File: src/rtl/dl_pkg.sv
// Shared definitions for the dl_* distribution blocks.
// Latency: n/a (types and constants only).
// Backpressure: n/a.
package dl_pkg;

  localparam int DL_NUM_PORTS = 8;

  typedef logic [2:0] dl_port_id_t;

endpackage

File: src/rtl/dl_demux8_buf_if.sv
// Stream bundle for the 1-to-8 demux: one input stream plus eight output streams.
// Latency: n/a (wiring only).
// Backpressure: in_rdy from the demux, out_rdy per port from the consumers.
// Ports: in_val/in_rdy/in_msg/in_dest (producer side), out_val/out_rdy/out_msg (consumer side).
interface dl_demux8_buf_if
  import dl_pkg::*;
#(
  parameter int NUM_BITS = 32
);

  logic                             in_val;
  logic                             in_rdy;
  logic [NUM_BITS-1:0]              in_msg;
  dl_port_id_t                      in_dest;
  logic [DL_NUM_PORTS-1:0]          out_val;
  logic [DL_NUM_PORTS-1:0]          out_rdy;
  logic [DL_NUM_PORTS*NUM_BITS-1:0] out_msg;

  // master drives the producer side and consumes the outputs
  modport master (
    output in_val, in_msg, in_dest, out_rdy,
    input  in_rdy, out_val, out_msg
  );

  // slave is the demux itself
  modport slave (
    input  in_val, in_msg, in_dest, out_rdy,
    output in_rdy, out_val, out_msg
  );

endinterface

File: src/rtl/dl_buf1.sv
// One-entry valid/ready register slice.
// Latency: 1 cycle from enq to deq.
// Backpressure: enq_rdy when empty or draining this cycle, so fill+drain sustains 1/cycle.
// Ports: clk, rst_n, enq_val/enq_rdy/enq_dat, deq_val/deq_rdy/deq_dat.
module dl_buf1 #(
  parameter int NUM_BITS = 32
) (
  input  logic                clk,
  input  logic                rst_n,
  input  logic                enq_val,
  output logic                enq_rdy,
  input  logic [NUM_BITS-1:0] enq_dat,
  output logic                deq_val,
  input  logic                deq_rdy,
  output logic [NUM_BITS-1:0] deq_dat
);

  logic                v;
  logic [NUM_BITS-1:0] d;

  // free when empty or when the held entry leaves this cycle
  assign enq_rdy = !v || deq_rdy;
  assign deq_val = v;
  assign deq_dat = d;

  always_ff @(posedge clk or negedge rst_n) begin
    if (!rst_n) begin
      v <= 1'b0;
      d <= '0;
    end else begin
      if (enq_val && enq_rdy) begin
        // a fill wins over a same-cycle drain: entry stays valid with new data
        v <= 1'b1;
        d <= enq_dat;
      end else if (deq_rdy) begin
        v <= 1'b0;
      end
    end
  end

endmodule

File: src/rtl/dl_demux8_buf.sv
// 1-to-8 stream demux steering by in_dest into one buffered entry per port; drops to disabled ports.
// Latency: 1 cycle from accepted input to out_val/out_msg of the destination port.
// Backpressure: in_rdy follows the destination entry's free state; drop path is always ready.
// Ports: clk, rst_n, port_en (per-port enable), drop_cnt (saturating), bus (slave stream bundle).
module dl_demux8_buf
  import dl_pkg::*;
#(
  parameter int NUM_BITS = 32,
  parameter int CNT_BITS = 16
) (
  input  logic                    clk,
  input  logic                    rst_n,
  input  logic [DL_NUM_PORTS-1:0] port_en,
  output logic [CNT_BITS-1:0]     drop_cnt,
  dl_demux8_buf_if.slave          bus
);

  logic                    dest_en;
  logic                    drop_fire;
  logic [DL_NUM_PORTS-1:0] enq_val;
  logic [DL_NUM_PORTS-1:0] free;
  logic [DL_NUM_PORTS-1:0] val_q;
  logic [NUM_BITS-1:0]     dat_q [DL_NUM_PORTS];

  // in_rdy depends only on dest/enable/entry state, never on in_val
  assign dest_en    = port_en[bus.in_dest];
  assign bus.in_rdy = dest_en ? free[bus.in_dest] : 1'b1;
  assign drop_fire  = bus.in_val && !dest_en;

  always_comb begin
    enq_val = '0;
    for (int i = 0; i < DL_NUM_PORTS; i++) begin
      enq_val[i] = bus.in_val && dest_en && (bus.in_dest == dl_port_id_t'(i));
    end
  end

  for (genvar g = 0; g < DL_NUM_PORTS; g++) begin : g_port
    dl_buf1 #(
      .NUM_BITS (NUM_BITS)
    ) u_buf (
      .clk     (clk),
      .rst_n   (rst_n),
      .enq_val (enq_val[g]),
      .enq_rdy (free[g]),
      .enq_dat (bus.in_msg),
      .deq_val (val_q[g]),
      .deq_rdy (bus.out_rdy[g]),
      .deq_dat (dat_q[g])
    );
  end

  assign bus.out_val = val_q;

  always_comb begin
    bus.out_msg = '0;
    for (int i = 0; i < DL_NUM_PORTS; i++) begin
      bus.out_msg[i*NUM_BITS +: NUM_BITS] = dat_q[i];
    end
  end

  // saturating drop counter: holds at all-ones instead of wrapping
  always_ff @(posedge clk or negedge rst_n) begin
    if (!rst_n) begin
      drop_cnt <= '0;
    end else if (drop_fire && (drop_cnt != {CNT_BITS{1'b1}})) begin
      drop_cnt <= drop_cnt + CNT_BITS'(1);
    end
  end

endmodule

File: src/flat_wrapper.sv
// flat-port wrapper written by rule: the top's interface ports become plain ports
module dl_demux8_buf_flat import dl_pkg::*;
#(
  parameter int NUM_BITS = 32,
  parameter int CNT_BITS = 16
)
  (clk, rst_n, port_en, drop_cnt, bus_in_val, bus_in_msg, bus_in_dest, bus_out_rdy, bus_in_rdy, bus_out_val, bus_out_msg);
  dl_demux8_buf_if #(.NUM_BITS(NUM_BITS)) bus_i ();
  input  logic clk;
  input  logic rst_n;
  input  logic [DL_NUM_PORTS-1:0] port_en;
  output logic [CNT_BITS-1:0] drop_cnt;
  input wire logic [$bits(bus_i.in_val)-1:0] bus_in_val;
  input wire logic [$bits(bus_i.in_msg)-1:0] bus_in_msg;
  input wire logic [$bits(bus_i.in_dest)-1:0] bus_in_dest;
  input wire logic [$bits(bus_i.out_rdy)-1:0] bus_out_rdy;
  output wire logic [$bits(bus_i.in_rdy)-1:0] bus_in_rdy;
  output wire logic [$bits(bus_i.out_val)-1:0] bus_out_val;
  output wire logic [$bits(bus_i.out_msg)-1:0] bus_out_msg;
  assign bus_i.in_val = bus_in_val;
  assign bus_i.in_msg = bus_in_msg;
  assign bus_i.in_dest = bus_in_dest;
  assign bus_i.out_rdy = bus_out_rdy;
  assign bus_in_rdy = bus_i.in_rdy;
  assign bus_out_val = bus_i.out_val;
  assign bus_out_msg = bus_i.out_msg;
  dl_demux8_buf #(.NUM_BITS(NUM_BITS), .CNT_BITS(CNT_BITS)) u_core (.clk(clk), .rst_n(rst_n), .port_en(port_en), .drop_cnt(drop_cnt), .bus(bus_i));
endmodule
File: config.mk
export PLATFORM = sky130hd
export DESIGN_NAME = dl_demux8_buf_flat
export DESIGN_NICKNAME = d
export VERILOG_FILES = /design/src/rtl/dl_pkg.sv /design/src/rtl/dl_demux8_buf_if.sv /design/src/rtl/dl_buf1.sv /design/src/rtl/dl_demux8_buf.sv /design/src/flat_wrapper.sv
export SDC_FILE = /design/constraint.sdc
export NUM_CORES = 1
export LEC_CHECK = 0
export CAP_MARGIN = 0
export CORE_ASPECT_RATIO = 0.5
export CORE_MARGIN = 2
export CORE_UTILIZATION = 40
export CTS_BUF_LIST = sky130_fd_sc_hd__clkbuf_8
export DETAILED_ROUTE_END_ITERATION = 10
export PLACE_DENSITY = 0.73
export SETUP_SLACK_MARGIN = 0.15
export SYNTH_ARGS = -nofsm -noshare
export SYNTH_HDL_FRONTEND = slang
export SYNTH_SLANG_ARGS = --single-unit
File: constraint.sdc
create_clock -name clk -period 2 [get_ports clk]
set_clock_uncertainty 0.15 [all_clocks]
set_input_delay 0.4 -clock clk [delete_from_list [all_inputs] [get_ports clk]]
set_output_delay 0.4 -clock clk [all_outputs]
set_load 0.005 [all_outputs]
==> flow_summary.ini, run 1 <==
[timing]
period_needed_ps = 2370
hold_ws_ps = 203
setup_tns_ps = -570
hold_violations = 0
post-route-period-util_pct = 118
max_freq_mhz = 423
worst_pin_slew_ps = 471
max_slew_margin_pct = 68.6
rsz0062_at_grt = true
timing.final.ws_setup_ps = -366
maxSlewViolCount = 0
setup_violations = 4

[routing]
vias = 7618
remaining_drc_errors = 0
final_antenna_net_count = 0
wl_per_cell_um = 22.2
via_per_inst = 4.95
wl_mm = 34.1
drtPass1Iterations = 4
drt-initial-drc-count = 322

[logic_synthesis]
synth_cell_type_count = 38
synth_cells = 670
yosys_warnings = 0
synth_nets = 725
seq_area_frac_synth_pct = 64.5
syn_avg_cell_area_um2 = 16.2
mappedNetlistArea_mm2 = 0.0109
synth_seq_cells = 280

[global_routing]
grt_pass1_vias = 8101
overflow = 0
grt_max_degree = 58
grt_pass1_wl_mm = 49.9
grt_usage_pct = 23.2
antenna_found_initial = 1

[setup_path]
cp_max_fo = 3
cp.arrival_ps = 1820
worstSetupEndpointType = primary output
startpoint_type = register
reg2reg_slack_ps = -80
criticalPathCategory = register to primary output
worstPathRequired_ps = 1450

[floorplan]
die_area_mm2 = 0.0286
die_w_um = 237
rows = 42
ios = 335
initial_core_util_pct = 40.9
die_height_um = 121
core-area_mm2 = 0.0265

[layout]
nets = 1207
post-route-util_pct = 64.2
syn_to_final_growth_pct = 57.0
drive_above_1_share_pct = 41.9
final-seq-area_mm2 = 0.00701
n_fill_cell = 1984
multi_input_area_mm2 = 0.00402
stdcell_area_mm2 = 0.0170

[place]
port-buffer-count = 334
dp.final_hpwl_mm = 21.8
placed_area_mm2 = 0.0152
gp_congestion = 0.857

[job]
drv_cap = 0

[pwr]
ir_drop_mv = 0.547
cellPowerDensity_mw_per_mm2 = 1030
leakage_nw = 8.51

[status]
violations = setup timing
status = finished with violations

[clock_network]
clk_path_buf_depth = 3
cts_buffers = 42
clkTransAtPathRegs_ps = 70
htree_levels = 2
cts_tree = yes
clkLatencyLatePin_ps = 570
cts_root_buffer = clkbuf_8
cts.sinks = 280

[hold_path]
hp-class = input port to asynchronous set/reset pin
## timing repair
| action | CTS | global route |
|---|---|---|
| resized for setup | 436 | 44 |
| cloned | 6 | 3 |
| setup endpoints to repair | 502 | 233 |
| pin swaps | 21 | 16 |
| setup buffers | 54 | 12 |
| hold endpoints to repair | 137 | 0 |
| hold buffers | 1 | 0 |
## worst max-delay path: stages (launching register included)
cell,delay (ps)
dfrtp_1,350
nand2b_1,110
mux4_2,490
nor2_2,110
o21ai_2,60
buf_2,130
## power breakdown
part / total (mW) / internal (mW) / switching [mW]
Combinational: 4.76 / 2.95 / 1.81
Clock: 5.13 / 2.83 / 2.29
Sequential: 7.66 / 6.99 / 0.676
Total: 17.6 / 12.8 / 4.78
## final timing paths
kind	depth (start not counted)	start	endpoint
setup / recovery	5	u_core.g_port[3].u_buf.deq_val	bus_in_rdy
hold / removal	2	rst_n	u_core.g_port[7].u_buf.deq_dat[27]
setup reg to reg	7	u_core.drop_cnt[0]	u_core.drop_cnt[13]
hold reg to reg	1	u_core.g_port[4].u_buf.deq_dat[27]	u_core.g_port[4].u_buf.deq_dat[27]
max in group asynchronous	3	rst_n	u_core.g_port[2].u_buf.deq_dat[3]
min in group clk	5	bus_in_val	u_core.drop_cnt[12]
## cells in the mapped netlist, drive strengths merged
master	n	area, µm²
nand2	13	48.8
ha	1	12.5
xnor2	5	43.8
mux2	258	2910
o41ai	1	16.3
nor4b	1	15.0
o21ba	1	10.0
mux4	2	45.0
or3	1	6.26
o211ai	1	21.3
nand4	7	58.8
buf	36	220
dfrtp	280	7010
a211o	1	8.76
nor4	4	58.8
nor2b	4	25.0
and4	1	8.76
nand2b	8	50.1
nand3	10	60.1
and3	1	6.26
nor2	8	40.0
o21ai	2	10.0
inv	2	7.51
a21boi	1	7.51
mux2i	2	20.0
xor2	10	87.6
o22ai	1	12.5
nor3	4	20.0
nand4b	1	8.76
clkbuf	1	3.75
or2	2	12.5
## cell families (layout without fill, tap and decap cells)
family | count (synthesis) | count (layout) | synth area share (%)
buf+inv | 39 | 554 | 2.13
flops | 280 | 280 | 64.5
other cells | 0 | 1 | 0
fa+ha+maj | 1 | 1 | 0.115
mux | 262 | 262 | 27.4
simple gates | 65 | 65 | 3.86
xor+xnor | 15 | 15 | 1.21
compound gates | 8 | 8 | 0.795
## cell type report
cell class	instances	area share [%]
Clock buffer	54	4.36
Timing Repair Buffer	475	27.2
Inverter	2	0.0440
Clock inverter	23	1.09
Sequential cell	280	41.1
Multi-Input combinational cell	351	23.6
Antenna cell	1	0.0147
Tap cell	352	2.58
## metal layers
metal / up-vias / track usage [%] / share of wire [%]
li1: 3353 / - / -
met1: 4022 / 27.8 / 40
met2: 171 / 41.7 / 53
met3: 72 / 4.09 / 3.5
met4: 0 / 9.77 / 3.6
met5: - / 0 / 0
## per-stage QoR
step,instances,power (mW),setup WS [ps]
6_report,1538,17.6,-366
5_1_grt,1538,18.4,-430
4_1_cts,1522,17.6,-424
3_5_place_dp,1384,12.9,-911
3_3_place_gp,1384,12.8,-922
2_1_floorplan,670,9.22,58.0
## registers in the layout (all words and copies together) (netlist names)
signal / flops
u_core.drop_cnt: 16
u_core.g_port.u_buf.deq_dat: 256
u_core.g_port.u_buf.deq_val: 8
## cells in the final DEF, fill, tap and decap left out, types with 4 or more instances in the layout
cell type        netlist  layout
buf_12                 0      23
buf_16                 0       7
buf_2                 20      12
buf_4                 16      73
buf_6                  0      41
clkbuf_8               0      54
clkdlybuf4s15_1        0       6
clkdlybuf4s50_1        0      44
dfrtp_1              280     280
dlygate4sd2_1          0     259
inv_1                  2      16
mux2_1                33      30
mux2_2               225     182
mux2_4                 0      46
nand2_1               13      11
nand2b_1               8       8
nand3_1                8       6
nand4_1                6       6
nor4_4                 1       4
xor2_1                10       9
No activity file was read; power rests on OpenSTA's default activity.
==> run 2: changes to the inputs <==
--- a/config.mk
+++ b/config.mk
@@ -12,6 +12,7 @@
 export CTS_BUF_LIST = sky130_fd_sc_hd__clkbuf_8
 export DETAILED_ROUTE_END_ITERATION = 10
 export PLACE_DENSITY = 0.73
+export RECOVER_POWER = 100
 export SETUP_SLACK_MARGIN = 0.15
 export SYNTH_ARGS = -nofsm -noshare
 export SYNTH_HDL_FRONTEND = slang
==> run 2 against run 1 <==
Critical endpoint unchanged. First-iteration DRC count increased by 6.2%. Register-to-register slack is essentially flat. Clock-buffer cell count did not move. Via count is 0.34% higher. Critical path depth unchanged. The run still ends with setup timing left. Largest power group unchanged. Non-clock buffer count unchanged. Maximum frequency decreased by 0.35%. Cell count unchanged. Routed wire length barely moved. Global-route usage stayed put.
==> flow_summary.ini, run 2 (same netlist as run 1, synthesis figures left out) <==
[status]
status = finished with violations
violations = setup timing

[floorplan]
die_height_um = 121
core-area_mm2 = 0.0265
die_area_mm2 = 0.0286
initial_core_util_pct = 40.9
ios = 335
die_w_um = 237
rows = 42

[setup_path]
worstSetupEndpointType = primary output
cp.arrival_ps = 1820
slowest_stage = mux4_2
criticalPathCategory = register to primary output
startpoint_type = register
worstPathRequired_ps = 1450
cp_max_fo = 3
crit_chain = nand2b_1, mux4_2, nor2_2, o21ai_2, buf_2
slowest_delay_ps = 490

[global_routing]
antenna_found_initial = 1
grt_max_degree = 58
overflow = 0
grt_pass1_vias = 8101
grt_usage_pct = 23.2
grt_pass1_wl_mm = 49.9

[routing]
remaining_drc_errors = 0
route.met2.wl_mm = 17.8
final_antenna_net_count = 0
highest_layer = met4
drt-initial-drc-count = 342
drtPass1Iterations = 4
wl_per_cell_um = 22.2
wl_met1_mm = 13.7
via_per_inst = 4.97
vias = 7644
wl_mm = 34.1
met3_length_mm = 1.29

[layout]
final-seq-area_mm2 = 0.00701
final_cell_mix = dfrtp_1 (280), dlygate4sd2_1 (260), mux2_2 (181)
syn_to_final_growth_pct = 54.1
n_fill_cell = 2039
drive_above_1_share_pct = 39.8
multi_input_area_mm2 = 0.00397
largest_reg_flops = 256
final_cells = 1538
final_common_cell = dfrtp_1
nets = 1207

[timing]
timing.final.ws_setup_ps = -375
rsz0062_at_grt = true
maxSlewViolCount = 0
hold_violations = 0
setup_violations = 110
hold_ws_ps = 266
max_freq_mhz = 421
post-route-period-util_pct = 119
max_slew_margin_pct = 10.1
period_needed_ps = 2370
worst_pin_slew_ps = 1350

[clock_network]
clkTransAtPathRegs_ps = 70
clkLatencyLatePin_ps = 570
cts.sinks = 280
cts_root_buffer = clkbuf_8
htree_levels = 2
cts_buffers = 42
cts_tree = yes
clk_path_buf_depth = 3

[place]
dp.final_hpwl_mm = 21.8
port-buffer-count = 334
gp_congestion = 0.857
dp.cells = 1384
post-place-ws_ps = -911

[pwr]
leakage_nw = 8.36
ir_drop_mv = 0.546
cellPowerDensity_mw_per_mm2 = 1050

[hold_path]
hp-class = input port to register

[job]
drv_cap = 0
run 2: changes by cell type in the layout (fill, tap and decap cells not counted), sizes merged:
cell           change
clkdlybuf4s18      +1
dlygate4sd2        +1
clkbuf            +27
clkdlybuf4s25      +5
clkdlybuf4s15      -3
buf               -31
run 2: cell type report:
type	count	area share [%]
diodes	1	0.0150
inverters	2	0.0449
clock inverters	23	1.11
multi-input cells	351	23.7
repair buffers	475	26.2
well taps	352	2.63
clock buffers	54	4.44
flip-flops and latches	280	41.9
run 2: worst max-delay path: cells and delay by family, from the launching register on:
| kind | cells | cell delay (ps) |
|---|---|---|
| AOI/OAI and AO/OA | 1 | 70 |
| buffers and inverters | 1 | 130 |
| DFF | 1 | 350 |
| and+or+nand+nor | 2 | 220 |
| muxes | 1 | 490 |
run 2: worst paths after layout:
check	cells past startpoint	startpoint	slack, ps	endpoint
worst min register to register	1	u_core.g_port[4].u_buf.deq_dat[27]	330	u_core.g_port[4].u_buf.deq_dat[27]
worst min-delay path	5	bus_in_val	270	u_core.drop_cnt[12]
max in group asynchronous	3	rst_n	160	u_core.g_port[2].u_buf.deq_dat[1]
min in group asynchronous	2	rst_n	530	u_core.g_port[7].u_buf.deq_dat[27]
worst max-delay path	5	u_core.g_port[3].u_buf.deq_val	-370	bus_in_rdy
worst max register to register	7	u_core.drop_cnt[0]	-80	u_core.drop_cnt[13]
run 2: through the flow:
stage          total power [mW]  setup TNS, ps  utilization (%)  area [µm²]
6_report                   17.5         -10850             63.0       16700
3_3_place_gp               12.8        -160960             57.4       15200
2_1_floorplan              9.22              0                -       11000
5_1_grt                    18.3         -19340             63.0       16700
3_5_place_dp               12.9        -165400             57.4       15200
4_1_cts                    17.6           -474             63.0       16700
run 2: timing repair:
item / in CTS / in global routing
gates cloned: 6 / 3
gates resized for setup: 436 / 44
setup buffers: 54 / 12
hold buffers: 1 / 0
endpoints found under the setup margin: 502 / 233
endpoints found under the hold margin: 137 / 0
pin swaps: 21 / 16
run 2: power by group:
part	switching (mW)	internal, mW
clock	2.30	2.83
combinational	1.80	2.90
sequential	0.673	6.99
run 2: layer usage:
| metal | vias to the layer above | GRT usage, % |
|---|---|---|
| met2 | 180 | 41.7 |
| li1 | 3351 | - |
| met4 | 0 | 9.77 |
| met1 | 4032 | 27.8 |
| met5 | - | 0 |
| met3 | 81 | 4.09 |
==> run 3: changes to the inputs <==
--- a/config.mk
+++ b/config.mk
@@ -6,12 +6,14 @@
 export NUM_CORES = 1
 export LEC_CHECK = 0
 export CAP_MARGIN = 0
+export CELL_PAD_IN_SITES_DETAIL_PLACEMENT = 1
+export CELL_PAD_IN_SITES_GLOBAL_PLACEMENT = 2
 export CORE_ASPECT_RATIO = 0.5
 export CORE_MARGIN = 2
-export CORE_UTILIZATION = 40
+export CORE_UTILIZATION = 30
 export CTS_BUF_LIST = sky130_fd_sc_hd__clkbuf_8
 export DETAILED_ROUTE_END_ITERATION = 10
-export PLACE_DENSITY = 0.73
+export PLACE_DENSITY_LB_ADDON = 0.1
 export RECOVER_POWER = 100
 export SETUP_SLACK_MARGIN = 0.15
 export SYNTH_ARGS = -nofsm -noshare
==> run 3 against run 2 <==
Utilization shrank 16 points. Register-to-register slack lost 320 ps. The flow still finishes with violations (setup timing). First-iteration DRC count shrank 29%. Routed wire length grew 8.7%. Sequential share of layout area shrank 0.41 points. Clock-buffer cell count shrank 1. Combinational power shrank 4.9%. Critical path depth grew 9. Worst setup slack lost 26 ps. Global-route usage shrank 3.9 points. Sequential power is essentially flat. Via count shrank 1.1%.
==> flow_summary.ini, run 3 (same netlist as run 1, synthesis figures left out) <==
[status]
status = finished with violations
violations = setup timing

[floorplan]
die_area_mm2 = 0.0378
initial_core_util_pct = 30.3
ios = 335
die_w_um = 273
rows = 49
die_height_um = 139
core-area_mm2 = 0.0358

[timing]
post-route-period-util_pct = 120
maxSlewViolCount = 0
worst_pin_slew_ps = 941
setup_violations = 105
rsz0062_at_grt = true
timing.final.ws_setup_ps = -401
max_freq_mhz = 416
setup_tns_ps = -17090
max_slew_margin_pct = 37.3
hold_violations = 0
period_needed_ps = 2400

[job]
drv_cap = 0

[layout]
final-seq-area_mm2 = 0.00701
antenna_cells = 0
nets = 1220
final_cell_mix = dfrtp_1 (280), dlygate4sd2_1 (266), mux2_2 (156)
syn_to_final_growth_pct = 55.6
drive_above_1_share_pct = 39.8
post-route-util_pct = 47.2
multi_input_area_mm2 = 0.00403
final_cells = 1676
final_common_cell = dfrtp_1
largest_reg_flops = 256
n_fill_cell = 3672

[clock_network]
cts_root_buffer = clkbuf_8
cts.sinks = 280
cts_tree = yes
cts_buffers = 43
htree_levels = 2
clkTransAtPathRegs_ps = 60
clk_path_buf_depth = 3
clkLatencyLatePin_ps = 550

[routing]
drtPass1Iterations = 4
drt-initial-drc-count = 244
remaining_drc_errors = 0
via_per_inst = 4.51
wl_per_cell_um = 22.1
final_antenna_net_count = 0
wl_mm = 37.1
vias = 7561

[global_routing]
grt_pass1_vias = 8337
overflow = 0
grt_pass1_wl_mm = 54.7
grt_usage_pct = 19.3
grt_max_degree = 65
antenna_found_initial = 0

[pwr]
p_sw_share_pct = 27.9
total_power_mw = 16.8
switching_power_mw = 4.68
cellPowerDensity_mw_per_mm2 = 994
ir_drop_mv = 0.449
combPwrFrac_pct = 26.6
leakage_nw = 8.40
power_frac_seq_pct = 45.6
p_clk_share_pct = 27.7
p_int_mw = 12.1

[setup_path]
cp.arrival_ps = 2690
startpoint_type = register
worstPathRequired_ps = 2290
criticalPathCategory = register to register
worstSetupEndpointType = register
cp_max_fo = 6

[place]
dp.final_hpwl_mm = 23.9
post-place-ws_ps = -889
gp_congestion = 0.747
dp.cells = 1526
port-buffer-count = 334

[hold_path]
hp-class = input port to register
run 3: final timing paths:
path	startpoint	slack, ps	to	depth (start not counted)
worst max-delay path	u_core.g_port[1].u_buf.deq_val	-400	u_core.g_port[1].u_buf.deq_dat[14]	14
worst min-delay path	bus_in_dest[1]	250	u_core.g_port[3].u_buf.deq_val	4
worst max register to register	u_core.g_port[1].u_buf.deq_val	-400	u_core.g_port[1].u_buf.deq_dat[14]	14
worst min register to register	u_core.g_port[7].u_buf.deq_dat[9]	340	u_core.g_port[7].u_buf.deq_dat[9]	1
max in group asynchronous	rst_n	130	u_core.g_port[3].u_buf.deq_dat[18]	3
min in group asynchronous	rst_n	390	u_core.g_port[1].u_buf.deq_dat[28]	2
run 3: timing repair:
item,4_1_cts,5_1_grt
endpoints found under the hold margin,280,0
resized for setup,431,78
gates cloned,8,2
endpoints found under the setup margin,556,158
hold buffers,1,0
setup buffers,54,13
pin swaps,20,15
run 3: stage by stage:
step | cell area, µm² | hold WS (ps)
2_1_floorplan | 11000 | -45.6
3_3_place_gp | 15500 | 151
3_5_place_dp | 15500 | 151
4_1_cts | 16900 | 134
5_1_grt | 16900 | 286
6_report | 16900 | 253
run 3: power groups by stage:
stage	clock, mW	sequential, mW	combinational [mW]
CTS	4.86	7.66	4.51
detailed placement	0	7.82	5.20
global route	5.12	7.84	4.81
global placement	0	7.76	5.12
finish	4.66	7.66	4.47
floorplan	0	7.86	1.36
run 3: worst max-delay path, stage by stage, from the launching register on:
cell,delay [ps]
dfrtp_1,370
nand2b_1,90
buf_4,140
buf_6,100
buf_6,110
buf_6,100
buf_6,100
buf_6,100
buf_6,100
buf_6,100
and4_4,150
buf_6,110
buf_6,110
buf_16,140
mux2_4,290
run 3: layout make-up:
class | count | share of cell area [%]
Sequential cell | 280 | 41.5
Timing Repair Buffer | 487 | 26.3
Multi-Input combinational cell | 351 | 23.8
Clock buffer | 53 | 4.32
Tap cell | 484 | 3.58
Clock inverter | 19 | 0.467
Inverter | 2 | 0.0444
run 3: metal layers:
metal / GRT usage (%) / routed length, µm
met5: 0 / 0
met2: 34.9 / 19600
met4: 4.06 / 600
met3: 3.82 / 1320
met1: 23.9 / 15600
